`src/rtl/vid_timing_align.sv`:
```
// vid_timing_align
// Delays the display enables, syncs and HV trigger bus by a run-time
// programmable number of pixel ticks so they line up with a variable-latency
// pixel pipeline, and registers the final RGB.
// Optional build macro: VID_ALIGN_CURSOR_EN adds an HV-trigger test cursor
// overlay on the RGB output.

module vid_timing_align #(
  parameter int         MAX_DELAY = 16,
  parameter int         TRIG_W    = 48,
  parameter int         CW        = 8,
  parameter logic [3:0] PC_PHASE  = 4'd0,
  parameter int         DEF_DELAY = 11,
  parameter logic       SYNC_IDLE = 1'b1,
  localparam int        AW        = $clog2(MAX_DELAY)
) (
  input  logic              clk,
  input  logic              reset_n,
  input  logic [3:0]        pc_ena,
  input  logic              hde_in,
  input  logic              vde_in,
  input  logic              hs_in,
  input  logic              vs_in,
  input  logic [TRIG_W-1:0] HV_triggers_in,
  input  logic [AW-1:0]     delay_cfg,
  input  logic              delay_load,
  input  logic [CW-1:0]     red_in,
  input  logic [CW-1:0]     green_in,
  input  logic [CW-1:0]     blue_in,
  input  logic [TRIG_W-1:0] cursor_mask,
  input  logic [3*CW-1:0]   cursor_rgb,
  output logic              hde_out,
  output logic              vde_out,
  output logic              hs_out,
  output logic              vs_out,
  output logic [TRIG_W-1:0] HV_triggers_out,
  output logic [CW-1:0]     red,
  output logic [CW-1:0]     green,
  output logic [CW-1:0]     blue,
  output logic              aligned
);

  // Stored word layout: {hde, vde, hs, vs, HV triggers}
  localparam int WW = TRIG_W + 4;
  localparam int VS_BIT = TRIG_W;

  // Word presented while the outputs are blanked
  localparam logic [WW-1:0] BLANK_WORD = {2'b00, SYNC_IDLE, SYNC_IDLE, {TRIG_W{1'b0}}};

  typedef enum logic [1:0] {
    FILL = 2'd0,
    RUN  = 2'd1,
    PEND = 2'd2
  } state_t;

  state_t state, state_next;

  logic          tick;
  logic [WW-1:0] in_word;
  logic [WW-1:0] in_q;
  logic [WW-1:0] mem [MAX_DELAY];
  logic [AW-1:0] wr_ptr;
  logic [AW-1:0] rd_ptr;
  logic [WW-1:0] rd_word;
  logic [WW-1:0] out_next;
  logic [AW-1:0] d_active, d_next;
  logic [AW-1:0] fill_cnt, fill_cnt_next;
  logic [AW-1:0] pend_val;
  logic          pend_valid;
  logic          vs_rise;
  logic          apply;
  logic          blanked;
  logic [CW-1:0] red_next, green_next, blue_next;

  // Clamp a requested delay into the supported range 2..MAX_DELAY-1
  function automatic logic [AW-1:0] clamp_delay(input logic [AW-1:0] req);
    logic [AW:0] wide;
    wide = {1'b0, req};
    if (wide < (AW+1)'(2))
      return AW'(2);
    else if (wide > (AW+1)'(MAX_DELAY - 1))
      return AW'(MAX_DELAY - 1);
    else
      return req;
  endfunction

  assign tick    = (pc_ena == PC_PHASE);
  assign in_word = {hde_in, vde_in, hs_in, vs_in, HV_triggers_in};

  // The previous tick's vs sample lives in in_q, so the edge is tick-sampled
  assign vs_rise = tick & vs_in & ~in_q[VS_BIT];

  assign rd_ptr   = wr_ptr - d_active;
  assign rd_word  = mem[rd_ptr];
  assign blanked  = (state == FILL);
  assign out_next = blanked ? BLANK_WORD : rd_word;
  assign aligned  = (state != FILL);

`ifdef VID_ALIGN_CURSOR_EN
  logic cur;
  assign cur        = |(out_next[TRIG_W-1:0] & cursor_mask);
  assign red_next   = red_in   | (cur ? cursor_rgb[3*CW-1:2*CW] : '0);
  assign green_next = green_in | (cur ? cursor_rgb[2*CW-1:CW]   : '0);
  assign blue_next  = blue_in  | (cur ? cursor_rgb[CW-1:0]      : '0);
`else
  logic unused_cursor;
  assign unused_cursor = ^{cursor_mask, cursor_rgb};
  assign red_next      = red_in;
  assign green_next    = green_in;
  assign blue_next     = blue_in;
`endif

  // Input sample register and write pointer advance once per pixel tick
  always_ff @(posedge clk or negedge reset_n) begin
    if (!reset_n) begin
      in_q   <= BLANK_WORD;
      wr_ptr <= '0;
    end else if (tick) begin
      in_q   <= in_word;
      wr_ptr <= wr_ptr + AW'(1);
    end
  end

  // Circular delay buffer; never reset because blanking hides stale entries
  always_ff @(posedge clk) begin
    if (tick)
      mem[wr_ptr] <= in_q;
  end

  // A delay request is captured on any clock; the most recent one wins
  always_ff @(posedge clk or negedge reset_n) begin
    if (!reset_n) begin
      pend_valid <= 1'b0;
      pend_val   <= AW'(DEF_DELAY);
    end else if (delay_load) begin
      pend_valid <= 1'b1;
      pend_val   <= clamp_delay(delay_cfg);
    end else if (apply) begin
      pend_valid <= 1'b0;
    end
  end

  // Control state, fill counter and the delay currently in force
  always_ff @(posedge clk or negedge reset_n) begin
    if (!reset_n) begin
      state    <= FILL;
      fill_cnt <= '0;
      d_active <= AW'(DEF_DELAY);
    end else begin
      state    <= state_next;
      fill_cnt <= fill_cnt_next;
      d_active <= d_next;
    end
  end

  // Next-state logic: fill for D ticks, run, and swap delay on a vs rise
  always_comb begin
    state_next    = state;
    fill_cnt_next = fill_cnt;
    d_next        = d_active;
    apply         = 1'b0;
    if (tick) begin
      case (state)
        FILL: begin
          fill_cnt_next = fill_cnt + AW'(1);
          if (({1'b0, fill_cnt} + (AW+1)'(1)) == {1'b0, d_active})
            state_next = RUN;
        end
        RUN: begin
          if (pend_valid)
            state_next = PEND;
        end
        PEND: begin
          if (vs_rise) begin
            apply         = 1'b1;
            d_next        = pend_val;
            fill_cnt_next = '0;
            state_next    = FILL;
          end
        end
        default: begin
          state_next    = FILL;
          fill_cnt_next = '0;
        end
      endcase
    end
  end

  // Delayed timing output register, blanked while filling
  always_ff @(posedge clk or negedge reset_n) begin
    if (!reset_n) begin
      {hde_out, vde_out, hs_out, vs_out, HV_triggers_out} <= BLANK_WORD;
    end else if (tick) begin
      {hde_out, vde_out, hs_out, vs_out, HV_triggers_out} <= out_next;
    end
  end

  // Pixel output register: one tick of latency, forced black while filling
  always_ff @(posedge clk or negedge reset_n) begin
    if (!reset_n) begin
      red   <= '0;
      green <= '0;
      blue  <= '0;
    end else if (tick) begin
      red   <= blanked ? '0 : red_next;
      green <= blanked ? '0 : green_next;
      blue  <= blanked ? '0 : blue_next;
    end
  end

endmodule

```
`config.mk`:
```
export PLATFORM = sky130hd
export DESIGN_NAME = vid_timing_align
export DESIGN_NICKNAME = d
export VERILOG_FILES = /design/src/rtl/vid_timing_align.sv
export SDC_FILE = /design/constraint.sdc
export NUM_CORES = 1
export LEC_CHECK = 0
export CORE_MARGIN = 2
export CORE_UTILIZATION = 50
export CTS_BUF_LIST = sky130_fd_sc_hd__clkbuf_8
export DETAILED_ROUTE_END_ITERATION = 10
export HOLD_SLACK_MARGIN = 0.08
export MAX_ROUTING_LAYER = met4
export PLACE_DENSITY = 0.69
export SLEW_MARGIN = 20
export SYNTH_ARGS = -nofsm -noshare
export SYNTH_HDL_FRONTEND = slang
export SYNTH_SLANG_ARGS = --single-unit
```
`constraint.sdc`:
```
create_clock -name clk -period 9.1 [get_ports clk]
set_input_delay 0.91 -clock clk [delete_from_list [all_inputs] [get_ports clk]]
set_output_delay 0.91 -clock clk [all_outputs]
set_load 0.03 [all_outputs]
```
== Word-level counts from Yosys, hierarchy flattened ==
Memories as Yosys holds them, arrays and structs flattened.
Cells that the tools add are included.
Word-level totals
  register bits after elaboration: 147
  bits in writable memories: 832
  input port bits: 159
  output and inout bits: 77
  logic and storage cells: 56
  memories kept: 1
Memories
  mem: depth 16, bits a word 52, rd ports 1, clocked after Yosys merged registers in 0, write ports 1, line 61  | logic [WW-1:0] mem [MAX_DELAY];
Operators by class
  add/sub/neg operators: 4
  order comparisons: 1
  equal/unequal tests: 6
  muxes and demuxes: 18
  bitwise gates (word level): 4
  reductions and logical operators: 7
Operators by type and width (number)
  52-bit two-way mux: 1
  8-bit two-way mux: 3
  4-bit one-hot mux with 3 select lines: 1
  4-bit by 1-bit adder with 4-bit output, second input constant: 2
  4-bit two-way mux: 2
  1-bit two-way mux: 7
  2-bit two-way mux: 3
  2-bit one-hot mux with 3 select lines: 1
  3-bit AND reduction: 2
  4-bit by 1-bit adder with 5-bit output, second input constant: 1
  5-bit by 4-bit equality test with 1-bit output: 1
  4-bit zero test: 1
  4-bit by 2-bit less-than comparator with 1-bit output, second input constant: 1
  2-bit inequality test, second input constant: 2
  4-bit AND reduction: 1
  2-bit nonzero test: 2
  4-bit subtractor: 1
  1-bit AND: 2
  2-bit by 1-bit equality test with 1-bit output, second input constant: 1
  2-bit equality test, second input constant: 1
  2-bit zero test: 1
  2-bit by 1-bit inequality test with 1-bit output, second input constant: 1
  1-bit NOT: 2

== Longest topological paths before layout ==
Gate-level depths: netlist of the first run.
  depth in word-level cells: 8
  gate-level depth with buffers: 11
  gate-level depth less buffers: 9

== Worst setup path after synthesis of the first run ==
No wires, ideal clock.
  kind: input to register
  start: input pc_ena[1]
  end: memory mem[1][0] in the netlist's numbering (enable)
  library setup time: 591 ps
  data arrival time: 6888 ps
  required time: 8509 ps
  setup slack: 1622 ps
  cell stages on the path: 5
  buffers on the path: 3
  path through: or4_1 > buf_2 > buf_2 > buf_2 > nor4_1
Between the ends
  longest elaborated chain between the ends: 3
Ends and longest elaborated chain
  from (decl): line 19  | input logic [3:0] pc_ena,
  4-bit zero test: line 87  | assign tick = (pc_ena == PC_PHASE);
  1-bit two-way mux: line 126  | if (tick)
  1-bit two-way mux (implied by the code): line 127  | mem[wr_ptr] <= in_q;
  to (decl): line 61
No other way between the ends.

== Worst setup path after layout of the first run ==
  start: register state[1]
  end: output aligned
Between the ends
  longest elaborated chain between the ends: 1
Ends and longest elaborated chain
  from (decl): line 56  | state_t state, state_next;
  from (signal assigned): line 150  | state <= state_next;
  2-bit nonzero test: line 97  | assign aligned = (state != FILL);
  to (decl): line 40  | output logic aligned
No other way between the ends.

==> run_results.csv, run 1 <==
group,metric,value,unit
clocking,clock_latency,810,ps
sta,finalWorstSetupSlack,5150,ps
die,die_x,277,um
placed_design,pre_cts_ws,4540,ps
route,totalWireLength,79700,um
die,num_io_pins,236,
power_and_ir_drop,ir_drop,224,uV
yosys,yosysWarnings,0,
route,drt_iter0_drc,1688,
worst_setup_path,path_max_fanout,26,
yosys,synth-simple-area-share,3.62,%
sta,slew_violations,0,
global_routing,grt-ovfl-total,0,
worst_setup_path,cp-start-kind,"flop",
clocking,clk_pin_slew,60,ps
yosys,synth_top_area_share,67.2,%
worst_setup_path,cpMaxStageDelayCell,"clkdlybuf4s50_1",
yosys,yosys.area.top_type,"edfxtp_1",
route,post_drt_wl_per_cell,25.0,um
die,die_h,277,um
global_routing,grtUsageTotal,22.0,%
worst_setup_path,path_buf_inv,2,
finish,syn_to_final_growth,15.2,%
route,drc,0,
sta,hold_viol,0,
worst_setup_path,critPathTopFamily,"buffers and inverters",
global_routing,antenna_found_initial,1,
worst_setup_path,worst-path-stages,3,
worst_setup_path,path_class,"reg2out",
global_routing,grt_max_degree,109,
yosys,synth_area_leaders,"edfxtp_1 (67%), mux4_2 (13%), dfrtp_1 (9.2%)",
worst_setup_path,crit_end,"aligned",
flow_run,maxCapViolations,0,
power_and_ir_drop,p_comb_share,27.7,%
sta,period_minus_slack,3950,ps
sta,setup_tns,0,ps
yosys,synth_top_flop_cell,"edfxtp_1",
global_routing,grt_first_pass_wirelength,120000,um
worst_setup_path,rrSetupSlack,5230,ps
worst_setup_path,cp.required,8190,ps
placed_design,hpwl,39400,um
power_and_ir_drop,leakagePower,14.9,nW
route,vias_per_cell,5.80,
placed_design,io_buffers,163,
yosys,synth_mux_area_share,15.5,%
sta,clock_skew,20.4,ps
clocking,clk_path_buf_depth,3,
route,firstDrtPassIters,7,
finish,nNetsFinal,2262,
yosys,async_reset_ff_share,15.0,%
clocking,cts-root-buf,"clkbuf_8",
route,vias,18460,
finish,final_util,58.5,%
yosys,synthesis.area,0.0372,sq mm
power_and_ir_drop,p_sw,3.78,mW
status,status,"completed",
placed_design,gp_congestion,0.730,
yosys,synth_nets,2005,
sta,slew_headroom,27.4,%
finish,drive_above_1_share,21.7,%
yosys,yosys.area_share.adder,0.323,%
worst_setup_path,worst-endpoint-arrival,3040,ps
power_and_ir_drop,p_int,8.70,mW
clocking,post_cts_buffers,0,
finish,n_fill_cell,5275,
yosys,ys_seq_area_share,77.2,%
sta,worst_pin_slew,1090,ps
yosys,synth_edf_count,832,
hold_path,hold_class,"reg2reg",
sta,grt_setup_unrepaired,"false",
yosys,avgSynthCellArea,20.2,sq um
clocking,cts.repair.resized,0,
clocking,htree_levels,4,
worst_setup_path,crit_chain,"nor2_1, clkinv_1, clkdlybuf4s50_1",
power_and_ir_drop,p_clk_share,27.2,%
yosys,ys_seq_elements,979,
die,start_util,50.8,%
clocking,clock_sinks,979,
worst_setup_path,max_stage_delay,800,ps
route,antenna_left,0,
power_and_ir_drop,power.density,292,mW/mm^2
yosys,synth-xor-area-share,0.283,%
global_routing,grt_pass1_vias,19485,
sta,finalSetupViolCount,0,
power_and_ir_drop,p_sw_share,30.3,%
worst_setup_path,worstRegToRegCells,8,
yosys,ys_types,40,
die,dieArea,0.0765,sq mm
power_and_ir_drop,p_seq_share,45.1,%
sta,max_freq,0.253,GHz
yosys,synth_compound_area_share,1.68,%
yosys,synth_top_family_by_area,"multiplexers",
worst_setup_path,end_kind,"primary output",
die,num_rows,99,
clocking,cts_tree,"yes",
worst_setup_path,crit_path_start,"state[1]",
die,core_region_area,0.0732,sq mm
yosys,syn_inst,1837,
clocking,cts_made_buffers,152,
worst_setup_path,r2r-end,"HV_triggers_out[2]",
yosys,yosys.cell_count.top_type,"edfxtp_1",
worst_setup_path,r2r_start,"wr_ptr[0]",
sta,timing.final.crit_share,43.4,%
yosys,synth.top_cells.by_count,"edfxtp_1 (832), nand2_1 (261), mux4_2 (208), dfrtp_1 (137), mux2i_1 (100)",
power_and_ir_drop,totalPowerFinal,12.5,mW
layout by cell type, fill, tap and decap left out, drive strengths merged, types with 2 or more instances in the layout:
master,count
edfxtp,832
nand2,261
mux4,208
clkbuf,170
clkdlybuf4s50,162
dfrtp,137
mux2i,100
inv,71
o221ai,50
clkinv,46
buf,39
nand3,28
nor2,19
o21ai,12
dfstp,10
xnor2,9
ha,8
clkinvlp,7
a21oi,6
nor4,6
mux2,5
nor3,5
and3,4
nand4,3
xor2,3
a32o,2
nor2b,2
a21o,2
and2,2
a211oi,2
o22ai,2
final cells by class:
cell class	count	area (sq um)	area share, %
inverter	12	45.0	0.105
timing repair buffer	202	1950	4.56
tap	959	1200	2.80
sequential	979	28700	67.0
clock buffer	170	2340	5.47
clock inverter	113	509	1.19
multi-input combinational	747	8080	18.9
antenna	1	2.50	0.00585
worst min path at each step:
| stage | startpoint | endpoint | slack [ps] | cells past startpoint |
|---|---|---|---|---|
| detailed placement | blue[2] | blue[2] | 460 | 2 |
| CTS | red[0] | red[0] | 470 | 2 |
| global placement | blue[2] | blue[2] | 450 | 2 |
| floorplan | pend_val[0] | pend_val[0] | 450 | 2 |
| finish | blue[2] | blue[2] | 460 | 2 |
| global route | green[7] | green[7] | 490 | 2 |
power groups by stage:
stage                     clock network (mW)  logic, mW  registers (mW)
final                                   3.39       3.45            5.63
after global routing                    3.67       3.72            5.69
after CTS                               3.48       3.51            5.64
after detailed placement                   0       3.50            5.73
after global placement                     0       3.46            5.69
after floorplan                            0       2.34            5.86
metal layers:
metal	track usage, %	routed length (um)	up-vias
met5	-	0	-
met4	5.56	1270	0
met3	5.49	6570	119
met2	34.2	38800	736
met1	29.6	33100	9691
li1	-	-	7914
worst register-to-register path: cells and delay by family, from the launching register on:
family / cells / cell delay, ps
buffers and inverters: 3 / 1080
AOI/OAI and AO/OA: 1 / 160
muxes: 2 / 610
DFF: 1 / 410
adders and majority gates: 2 / 1440
registers in the layout, summed over array words and instances (netlist names):
signal and count:
in_q 52, d_active 4, HV_triggers_out 48, red 8, wr_ptr 4, hde_out 1, state 2, vs_out 1
pend_valid 1, vde_out 1, blue 8, green 8, hs_out 1, fill_cnt 4, mem 832, pend_val 4
logic make-up (layout without fill, tap and decap cells):
kind of cell,Yosys count,in the layout
multiplexers,313,313
buffers and inverters,111,497
flip-flops,979,979
other,0,1
adder cells (fa/ha/maj),9,9
XOR/XNOR,12,12
AND/OR/NAND/NOR,333,333
AO/OA/AOI/OAI,80,80
timing repair:
item	in CTS	in global routing
hold endpoints to repair	44	0
setup endpoints to repair	0	0
hold buffers	1	0
per-stage QoR:
step           hold slack, ps  cells  cell area, sq um
2_1_floorplan             455   1837             37200
3_3_place_gp              452   2898             39900
3_5_place_dp              456   2898             39900
4_1_cts                   469   3182             42800
5_1_grt                   494   3183             42800
6_report                  465   3183             42800
Note: power is estimated with default switching activity, not from simulation.
==> run 2: changes to the inputs <==
--- a/config.mk
+++ b/config.mk
@@ -11,7 +11,7 @@
 export DETAILED_ROUTE_END_ITERATION = 10
 export HOLD_SLACK_MARGIN = 0.08
 export MAX_ROUTING_LAYER = met4
-export PLACE_DENSITY = 0.69
+export PLACE_DENSITY = 0.72
 export SLEW_MARGIN = 20
 export SYNTH_ARGS = -nofsm -noshare
 export SYNTH_HDL_FRONTEND = slang
==> constraint.sdc (replaced) <==
create_clock -name clk -period 3.5 [get_ports clk]
set_input_delay 0.35 -clock clk [delete_from_list [all_inputs] [get_ports clk]]
set_output_delay 0.35 -clock clk [all_outputs]
set_load 0.03 [all_outputs]
==> run 2 against run 1 <==
Hold slack lost 320 ps; utilization grew 2.6 points; sequential share of layout area decreased by 2.8 points; first-iteration DRC count up 13%; non-clock buffer count increased by 104; total power increased to 2.7 times the previous value; sequential power increased to 2.6 times the previous value; wire length increased by 3.3%; clock power rose to 2.9 times the previous value; clock-buffer cell count up 17; via count grew 3.8%; worst setup slack got worse by 4800 ps.
==> run_results.csv, run 2 (same netlist as run 1, synthesis figures left out) <==
group,metric,value,unit
status,status,"completed",
clocking,clk_pin_slew,60,ps
power_and_ir_drop,ir_drop,643,uV
sta,worst_pin_slew,1070,ps
worst_setup_path,path_buf_inv,2,
sta,setup_tns,0,ps
global_routing,antenna_found_initial,2,
sta,finalWorstSetupSlack,311,ps
clocking,cts-root-buf,"clkbuf_8",
sta,hold_viol,0,
sta,grt_setup_unrepaired,"false",
sta,slew_headroom,27.8,%
finish,largest_reg_flops,832,
die,start_util,50.8,%
die,core_region_area,0.0732,sq mm
die,num_io_pins,236,
finish,drive_above_1_share,23.8,%
sta,max_freq,0.314,GHz
clocking,clock_sinks,979,
worst_setup_path,path_max_fanout,26,
worst_setup_path,cp.required,3150,ps
sta,worst_hold_slack,143,ps
placed_design,pre_cts_ws,322,ps
global_routing,grt-ovfl-total,0,
flow_run,maxCapViolations,0,
route,vias_per_cell,5.83,
clocking,cts_tree,"yes",
die,die_h,277,um
worst_setup_path,crit_chain,"nor2_1, clkinvlp_4, clkdlybuf4s50_1",
sta,clock_skew,28.1,ps
hold_path,hold_class,"in2reg",
clocking,clk_path_buf_depth,3,
worst_setup_path,cpMaxStageDelayCell,"clkdlybuf4s50_1",
clocking,htree_levels,4,
sta,finalSetupViolCount,0,
placed_design,io_buffers,163,
route,drt_iter0_drc,1902,
global_routing,grt_first_pass_wirelength,124000,um
placed_design,hpwl,43400,um
route,totalWireLength,82300,um
global_routing,grtUsageTotal,22.7,%
global_routing,grt_pass1_vias,20426,
power_and_ir_drop,totalPowerFinal,34.1,mW
finish,syn_to_final_growth,20.3,%
die,dieArea,0.0765,sq mm
worst_setup_path,path_class,"reg2out",
worst_setup_path,critPathTopFamily,"buffers and inverters",
sta,slew_violations,0,
clocking,cts_made_buffers,152,
clocking,clock_latency,800,ps
finish,final_common_cell,"edfxtp_1",
finish,nNetsFinal,2366,
route,vias,19157,
route,antenna_left,0,
route,firstDrtPassIters,5,
route,drc,0,
placed_design,placed_cell_area,0.0409,sq mm
finish,n_fill_cell,4984,
worst_setup_path,cp-start-kind,"flop",
worst_setup_path,worst-endpoint-arrival,2840,ps
worst_setup_path,max_stage_delay,740,ps
power_and_ir_drop,leakagePower,15.6,nW
die,die_x,277,um
die,num_rows,99,
worst_setup_path,end_kind,"primary output",
sta,timing.final.crit_share,91.1,%
power_and_ir_drop,power.density,763,mW/mm^2
finish,largest-register,"mem",
placed_design,gp_congestion,0.743,
finish,layout_common_cells,"edfxtp_1 (832), nand2_1 (261), mux4_2 (208)",
sta,period_minus_slack,3190,ps
route,post_drt_wl_per_cell,25.0,um
finish,final_area,0.0447,sq mm
global_routing,grt_max_degree,73,
## run 2: report_power, final
group | total [mW] | internal [mW] | switching, mW
combinational | 9.67 | 4.84 | 4.83
sequential | 14.7 | 13.8 | 0.918
clock | 9.74 | 5.44 | 4.30
## run 2: per-layer routing
layer / track usage [%] / wire length [um] / part of all wire [%] / up-vias
met5: - / 0 / 0 / -
met4: 6.36 / 1330 / 1.6 / 0
met3: 5.25 / 6990 / 8.5 / 99
met2: 36.2 / 41200 / 50 / 837
met1: 29.6 / 32800 / 40 / 10086
li1: - / - / - / 8135
## run 2: final cells by class
type / count / area, sq um / area share, %
clock inverters: 96 / 643 / 1.44
inverters: 12 / 48.8 / 0.109
flip-flops and latches: 979 / 28700 / 64.2
multi-input cells: 747 / 8140 / 18.2
diodes: 2 / 5.00 / 0.0112
repair buffers: 306 / 3410 / 7.62
well taps: 959 / 1200 / 2.68
clock buffers: 187 / 2570 / 5.76
## run 2: path summary, 6_finish.rpt
check,startpoint,to,depth (start not counted),slack (ps)
max reg2reg,wr_ptr[0],HV_triggers_out[11],9,430
max in group asynchronous,reset_n,vs_out,3,2500
min reg2reg,green[5],green[5],2,470
min in group asynchronous,reset_n,in_q[7],2,190
min,HV_triggers_in[42],in_q[42],3,140
max,state[1],aligned,3,310
## run 2: what timing repair did
action / 4_1_cts / 5_1_grt
endpoints found under the hold margin: 145 / 0
hold buffers: 60 / 0
gates resized for setup: 0 / 1
endpoints found under the setup margin: 0 / 1
buffers inserted: 0 / 0
## run 2: stage by stage
step | utilization, % | std cells
detailed placement | 55.8 | 2943
CTS | 61.0 | 3286
global route | 61.1 | 3288
finish | 61.1 | 3288
floorplan | - | 1837
global placement | 55.8 | 2943
## run 2: worst reg2reg max path, cell delays in order, from the launching register on
cell and delay, ps:
dfrtp_1 410, inv_1 190, ha_4 160, inv_1 40, fa_4 900, buf_12 260
buf_4 300, mux4_2 330, mux2i_1 190, o221ai_1 130
